$ cat src/rtl/odometer_scan_out.sv
// odometer_scan_out
//   Readout stage behind the odometer parallel latch. A rising edge on
//   CAPTURE_REQ takes a stability-checked snapshot of PARALLEL_IN. The
//   snapshot is then shifted out MSB first as a framed word on SCAN_OUT,
//   one bit per CLK while SCAN_EN is high.
//   Frame layout: {1'b1, data[WIDTH-1:0], SAT, UNSTABLE, PAR}.
//
// Ports
//   CLK          in   readout clock, rising edge
//   RESETB       in   asynchronous active-low reset
//   PARALLEL_IN  in   latched count, asynchronous to CLK
//   CAPTURE_REQ  in   asynchronous level request; a rising edge starts a frame
//   SCAN_EN      in   shift enable
//   SCAN_OUT     out  serial frame bit; 0 outside SHIFT
//   BUSY         out  high in LOAD/SHIFT/DONE
//   FRAME_DONE   out  one-cycle pulse in DONE
//   MISS_CNT     out  requests dropped while busy, saturating at 15
module odometer_scan_out #(
  parameter int WIDTH     = 12,
  parameter int MAX_RETRY = 3
) (
  input  logic             CLK,
  input  logic             RESETB,
  input  logic [WIDTH-1:0] PARALLEL_IN,
  input  logic             CAPTURE_REQ,
  input  logic             SCAN_EN,
  output logic             SCAN_OUT,
  output logic             BUSY,
  output logic             FRAME_DONE,
  output logic [3:0]       MISS_CNT
);

  localparam int FRAME_LEN = WIDTH + 4;
  localparam int CNT_W     = $clog2(FRAME_LEN + 1);
  localparam int RETRY_W   = (MAX_RETRY < 1) ? 1 : $clog2(MAX_RETRY + 1);

  typedef enum logic [1:0] {
    S_IDLE  = 2'd0,
    S_LOAD  = 2'd1,
    S_SHIFT = 2'd2,
    S_DONE  = 2'd3
  } state_t;

  state_t               r_state;
  state_t               w_state_next;
  logic                 r_req_s1;
  logic                 r_req_s2;
  logic                 r_req_s3;
  logic                 r_load_first;
  logic [WIDTH-1:0]     r_snap_a;
  logic [RETRY_W-1:0]   r_retry;
  logic [FRAME_LEN-1:0] r_shreg;
  logic [CNT_W-1:0]     r_bitcnt;
  logic [3:0]           r_miss;

  logic                 w_start;
  logic                 w_load_exit;
  logic                 w_unstable;
  logic                 w_sat;
  logic                 w_par;
  logic [FRAME_LEN-1:0] w_frame;

  // Two flops resolve metastability; the third provides the edge reference.
  assign w_start = r_req_s2 & ~r_req_s3;

  // The sample taken in the current LOAD cycle goes straight into the
  // shift register on exit. It is therefore not held in a separate snapshot.
  assign w_sat   = &PARALLEL_IN;
  assign w_par   = ^{PARALLEL_IN, w_sat, w_unstable};
  assign w_frame = {1'b1, PARALLEL_IN, w_sat, w_unstable, w_par};

  always_comb begin
    w_state_next = r_state;
    w_load_exit  = 1'b0;
    w_unstable   = 1'b0;
    case (r_state)
      S_IDLE: begin
        if (w_start) w_state_next = S_LOAD;
      end
      S_LOAD: begin
        if (!r_load_first) begin
          if (PARALLEL_IN == r_snap_a) begin
            w_load_exit = 1'b1;
          end else if (r_retry == RETRY_W'(MAX_RETRY)) begin
            // Retries used up: keep the latest sample and flag it.
            w_load_exit = 1'b1;
            w_unstable  = 1'b1;
          end
        end
        if (w_load_exit) w_state_next = S_SHIFT;
      end
      S_SHIFT: begin
        if (SCAN_EN && (r_bitcnt == CNT_W'(FRAME_LEN - 1))) w_state_next = S_DONE;
      end
      S_DONE: begin
        w_state_next = S_IDLE;
      end
      default: begin
        w_state_next = S_IDLE;
      end
    endcase
  end

  always_ff @(posedge CLK or negedge RESETB) begin
    if (!RESETB) begin
      r_state <= S_IDLE;
    end else begin
      r_state <= w_state_next;
    end
  end

  always_ff @(posedge CLK or negedge RESETB) begin
    if (!RESETB) begin
      r_req_s1 <= 1'b0;
      r_req_s2 <= 1'b0;
      r_req_s3 <= 1'b0;
    end else begin
      r_req_s1 <= CAPTURE_REQ;
      r_req_s2 <= r_req_s1;
      r_req_s3 <= r_req_s2;
    end
  end

  always_ff @(posedge CLK or negedge RESETB) begin
    if (!RESETB) begin
      r_load_first <= 1'b0;
      r_snap_a     <= '0;
      r_retry      <= '0;
      r_shreg      <= '0;
      r_bitcnt     <= '0;
    end else begin
      case (r_state)
        S_IDLE: begin
          if (w_start) begin
            r_load_first <= 1'b1;
            r_retry      <= '0;
          end
        end
        S_LOAD: begin
          r_load_first <= 1'b0;
          if (r_load_first) begin
            r_snap_a <= PARALLEL_IN;
          end else if (w_load_exit) begin
            r_shreg  <= w_frame;
            r_bitcnt <= '0;
          end else begin
            r_snap_a <= PARALLEL_IN;
            r_retry  <= r_retry + RETRY_W'(1);
          end
        end
        S_SHIFT: begin
          if (SCAN_EN) begin
            r_shreg  <= {r_shreg[FRAME_LEN-2:0], 1'b0};
            r_bitcnt <= r_bitcnt + CNT_W'(1);
          end
        end
        default: begin
        end
      endcase
    end
  end

  // Any start seen outside IDLE, including the DONE cycle, is dropped and counted.
  always_ff @(posedge CLK or negedge RESETB) begin
    if (!RESETB) begin
      r_miss <= 4'd0;
    end else if (w_start && (r_state != S_IDLE) && (r_miss != 4'hF)) begin
      r_miss <= r_miss + 4'd1;
    end
  end

  assign SCAN_OUT   = (r_state == S_SHIFT) & r_shreg[FRAME_LEN-1];
  assign BUSY       = (r_state != S_IDLE);
  assign FRAME_DONE = (r_state == S_DONE);
  assign MISS_CNT   = r_miss;

endmodule
$ cat config.mk
export PLATFORM = sky130hd
export DESIGN_NAME = odometer_scan_out
export DESIGN_NICKNAME = d
export VERILOG_FILES = /design/src/rtl/odometer_scan_out.sv
export SDC_FILE = /design/constraint.sdc
export NUM_CORES = 1
export LEC_CHECK = 0
export BUFFER_PORTS_ARGS = -buffer_cell sky130_fd_sc_hd__buf_2
export CORE_MARGIN = 3
export CORE_UTILIZATION = 44
export DETAILED_ROUTE_END_ITERATION = 7
export HOLD_SLACK_MARGIN = 0.06
export REMOVE_ABC_BUFFERS = 1
export SLEW_MARGIN = 20
export SYNTH_ARGS = -nofsm -noshare
export SYNTH_HDL_FRONTEND = slang
export SYNTH_SLANG_ARGS = --single-unit
$ cat constraint.sdc
create_clock -name CLK -period 2.3 [get_ports CLK]
set_input_delay 0.23 -clock CLK [delete_from_list [all_inputs] [get_ports CLK]]
set_output_delay 0.23 -clock CLK [all_outputs]
set_load 0.01 [all_outputs]
==> results.json <==
{
  "postRouteAntennaNets": 0,
  "drtIter0Drc": 70,
  "drt_first_pass_iters": 4,
  "nFillCells": 484,
  "worst_setup_path_start_kind": "register",
  "yosys-top-cells-count": "45 x dfrtp_1, 33 x mux2_2, 17 x xnor2_1, 15 x ha_1, 11 x nand2_1",
  "r2r-start": "r_snap_a[4]$_DFFE_PN0P_",
  "holdCritPathClass": "in2reg",
  "status": "completed",
  "cts_num_sinks": 45,
  "critical_path.top_delay_family": "compound AO/OA/AOI/OAI gates",
  "portBuffers": 22,
  "cts.clk_slew.worst_paths_ns": 0.08,
  "regArea_mm2": 0.001126,
  "synth_area_leaders": "dfrtp_1 46%, mux2_2 15%, ha_1 7.6%, xnor2_1 6.0%, mux2_4 5.5%",
  "setup_viol": 0,
  "final-max-slew-violation-count": 0,
  "clk_path_buf_depth": 2,
  "netlist_instances": 198,
  "ys_types": 38,
  "die_y_um": 80.96,
  "powerDensity_mw_per_mm2": 1304,
  "arrival_ns": 2.40,
  "cts_resized": 0,
  "chipWidth_um": 80.96,
  "critPathMaxStageDelay_ns": 0.40,
  "final_hold_viol_count": 0,
  "die_area_mm2": 0.006555,
  "period_minus_slack_ns": 2.225,
  "dpl.hpwl_um": 3740,
  "crit_top_cell": "buf_4",
  "synthDominantCellAreaShare": 0.4555,
  "synth_edf_count": 0,
  "vias": 1617,
  "yosysMostFrequentCell": "dfrtp_1",
  "setup_slack_ns": 0.07495,
  "place_congestion": 0.8010,
  "yosysWarnings": 0,
  "core_area_mm2": 0.005270,
  "drv_cap": 0,
  "ys_ff_latch": 45,
  "cts_tree": "yes",
  "yosysSeqAreaShare": 0.4555,
  "drt-vias-per-instance": 5.267,
  "io-pin-count": 23,
  "multi_input_area_mm2": 0.001265,
  "path_cells": "xnor2_1, nand4_1, o41a_1, buf_4, nor2_4, buf_4, mux2_2",
  "syn-cell-area_mm2": 0.002472,
  "grt_overflow": 0,
  "post-route-period-util": 0.9674,
  "synthFlopType": "dfrtp_1",
  "cp.required_ns": 2.48,
  "p_leak_uw": 0.001258,
  "grt_max_degree": 29,
  "fmax_ghz": 0.4494,
  "fin_area_mm2": 0.002838,
  "clock_skew_ns": 0.006246,
  "nets": 268,
  "slowest_stage": "o41a_1",
  "drive_gt1_frac": 0.3671,
  "wire_per_inst_um": 15.69,
  "initial_core_util": 0.4691,
  "crit_fanout": 9,
  "worstSetupStartpoint": "r_snap_a[4]$_DFFE_PN0P_",
  "worst_pin_slew_ns": 0.6788,
  "grt_pass1_vias": 1673,
  "postPlaceCellArea_mm2": 0.002701,
  "syn_avg_cell_area_um2": 12.49,
  "route.detailed.drc": 0,
  "htreeDepth": 2,
  "clock_latency_ns": 0.29,
  "rows": 26,
  "yosysTopAreaCell": "dfrtp_1",
  "syn2layout_area_growth_pct": 14.78,
  "antenna_found_initial": 0,
  "vdd_drop_max_mv": 0.5342,
  "antennaDiodeCount": 0,
  "rsz0062_at_grt": "false",
  "grtUsageTotal": 0.1638,
  "grt_pass1_wl_um": 8107,
  "synthArstFlopShare": 1.000,
  "hp-start": "SCAN_EN",
  "pre_cts_slack_ns": 0.03703,
  "crit_type": "reg2reg",
  "routed_wl_um": 4817,
  "cp_num_buf_inv": 2,
  "cts_made_buffers": 5,
  "cts_root_buf": "clkbuf_8",
  "endpoint_kind": "register",
  "slew_headroom": 0.5444
}
-- cell families (layout without fill, tap and decap cells) --
family	Yosys count	count (layout)	synth area share
adder cells (fa/ha/maj)	15	15	0.07591
buffers and inverters	15	54	0.03289
AND/OR/NAND/NOR	37	37	0.07895
flip-flops	45	45	0.4555
XOR/XNOR	20	20	0.07642
multiplexers	44	44	0.2131
AO/OA/AOI/OAI	22	22	0.06730
-- worst register-to-register path: stages (launching register included) --
cell     delay [ns]
dfrtp_1        0.39
xnor2_1        0.26
nand4_1        0.21
o41a_1         0.40
buf_4          0.17
nor2_4         0.11
buf_4          0.22
mux2_2         0.36
-- layer usage --
metal	track usage	vias to the layer above	wire [um]	share of wire
met1	0.2087	810	2138	0.44
li1	-	785	-	-
met4	0.04730	0	49	0.010
met5	0	-	0	0
met3	0.03326	5	128	0.027
met2	0.2808	17	2500	0.52
-- per-stage QoR --
step | TNS [ns] | hold WS (ns) | power (uW) | utilization | cells
after CTS | 0 | 0.2224 | 3696 | 0.5328 | 303
after global routing | 0 | 0.2300 | 3966 | 0.5385 | 307
after global placement | 0 | 0.2740 | 3086 | 0.5126 | 294
final | 0 | 0.2296 | 3700 | 0.5385 | 307
after detailed placement | 0 | 0.2904 | 3192 | 0.5126 | 294
after floorplan | -0.8287 | -0.06559 | 2645 | - | 191
-- what timing repair did --
item / in CTS / in global routing
setup endpoints to repair: 0 / 8
endpoints found under the hold margin: 27 / 0
setup buffers: 0 / 4
hold buffers: 2 / 0
-- flip-flops by register name, indices dropped and copies added (netlist names) --
signal        count
r_shreg          16
r_snap_a         12
r_bitcnt          5
MISS_CNT          4
r_retry           2
r_state           2
r_load_first      1
r_req_s1          1
r_req_s2          1
r_req_s3          1
-- placed cells by master, fill, tap and decap left out, drive strengths merged, types with 2 or more instances in the layout --
| cell | n |
|---|---|
| clkbuf | 7 |
| xor2 | 2 |
| nand2 | 11 |
| and3 | 2 |
| a21boi | 2 |
| dfrtp | 45 |
| o211ai | 3 |
| nand3 | 6 |
| xnor2 | 17 |
| nand2b | 3 |
| dlygate4sd3 | 2 |
| o21ai | 5 |
| ha | 15 |
| a21oi | 2 |
| buf | 37 |
| nor2 | 4 |
| o31ai | 3 |
| inv | 8 |
| mux2i | 2 |
| mux2 | 42 |
| nand4 | 5 |
-- final timing paths --
path	endpoint	depth (start not counted)	slack [ns]
min in group asynchronous	r_bitcnt[4]$_DFFE_PN0P_	2	0.48
worst max-delay path	r_shreg[5]$_DFFE_PN0P_	7	0.07
worst min register to register	r_req_s2$_DFF_PN0_	0	0.35
worst max register to register	r_shreg[5]$_DFFE_PN0P_	7	0.07
max in group asynchronous	r_snap_a[2]$_DFFE_PN0P_	3	1.22
worst min-delay path	r_bitcnt[2]$_DFFE_PN0P_	3	0.23
-- power by group --
part / leakage, uW / total [uW] / internal (uW) / switching [uW]
Combinational: 0.000669 / 1860 / 1040 / 817
Clock: 0.0000443 / 487 / 239 / 248
Sequential: 0.000545 / 1360 / 1130 / 230
-- final cells by class --
cell class | instances | share of cell area
Timing Repair Buffer | 39 | 0.08554
Clock buffer | 7 | 0.03042
Inverter | 8 | 0.01058
Sequential cell | 45 | 0.3968
Multi-Input combinational cell | 138 | 0.4458
Tap cell | 70 | 0.03086
Note: power is estimated with default switching activity, not from simulation.
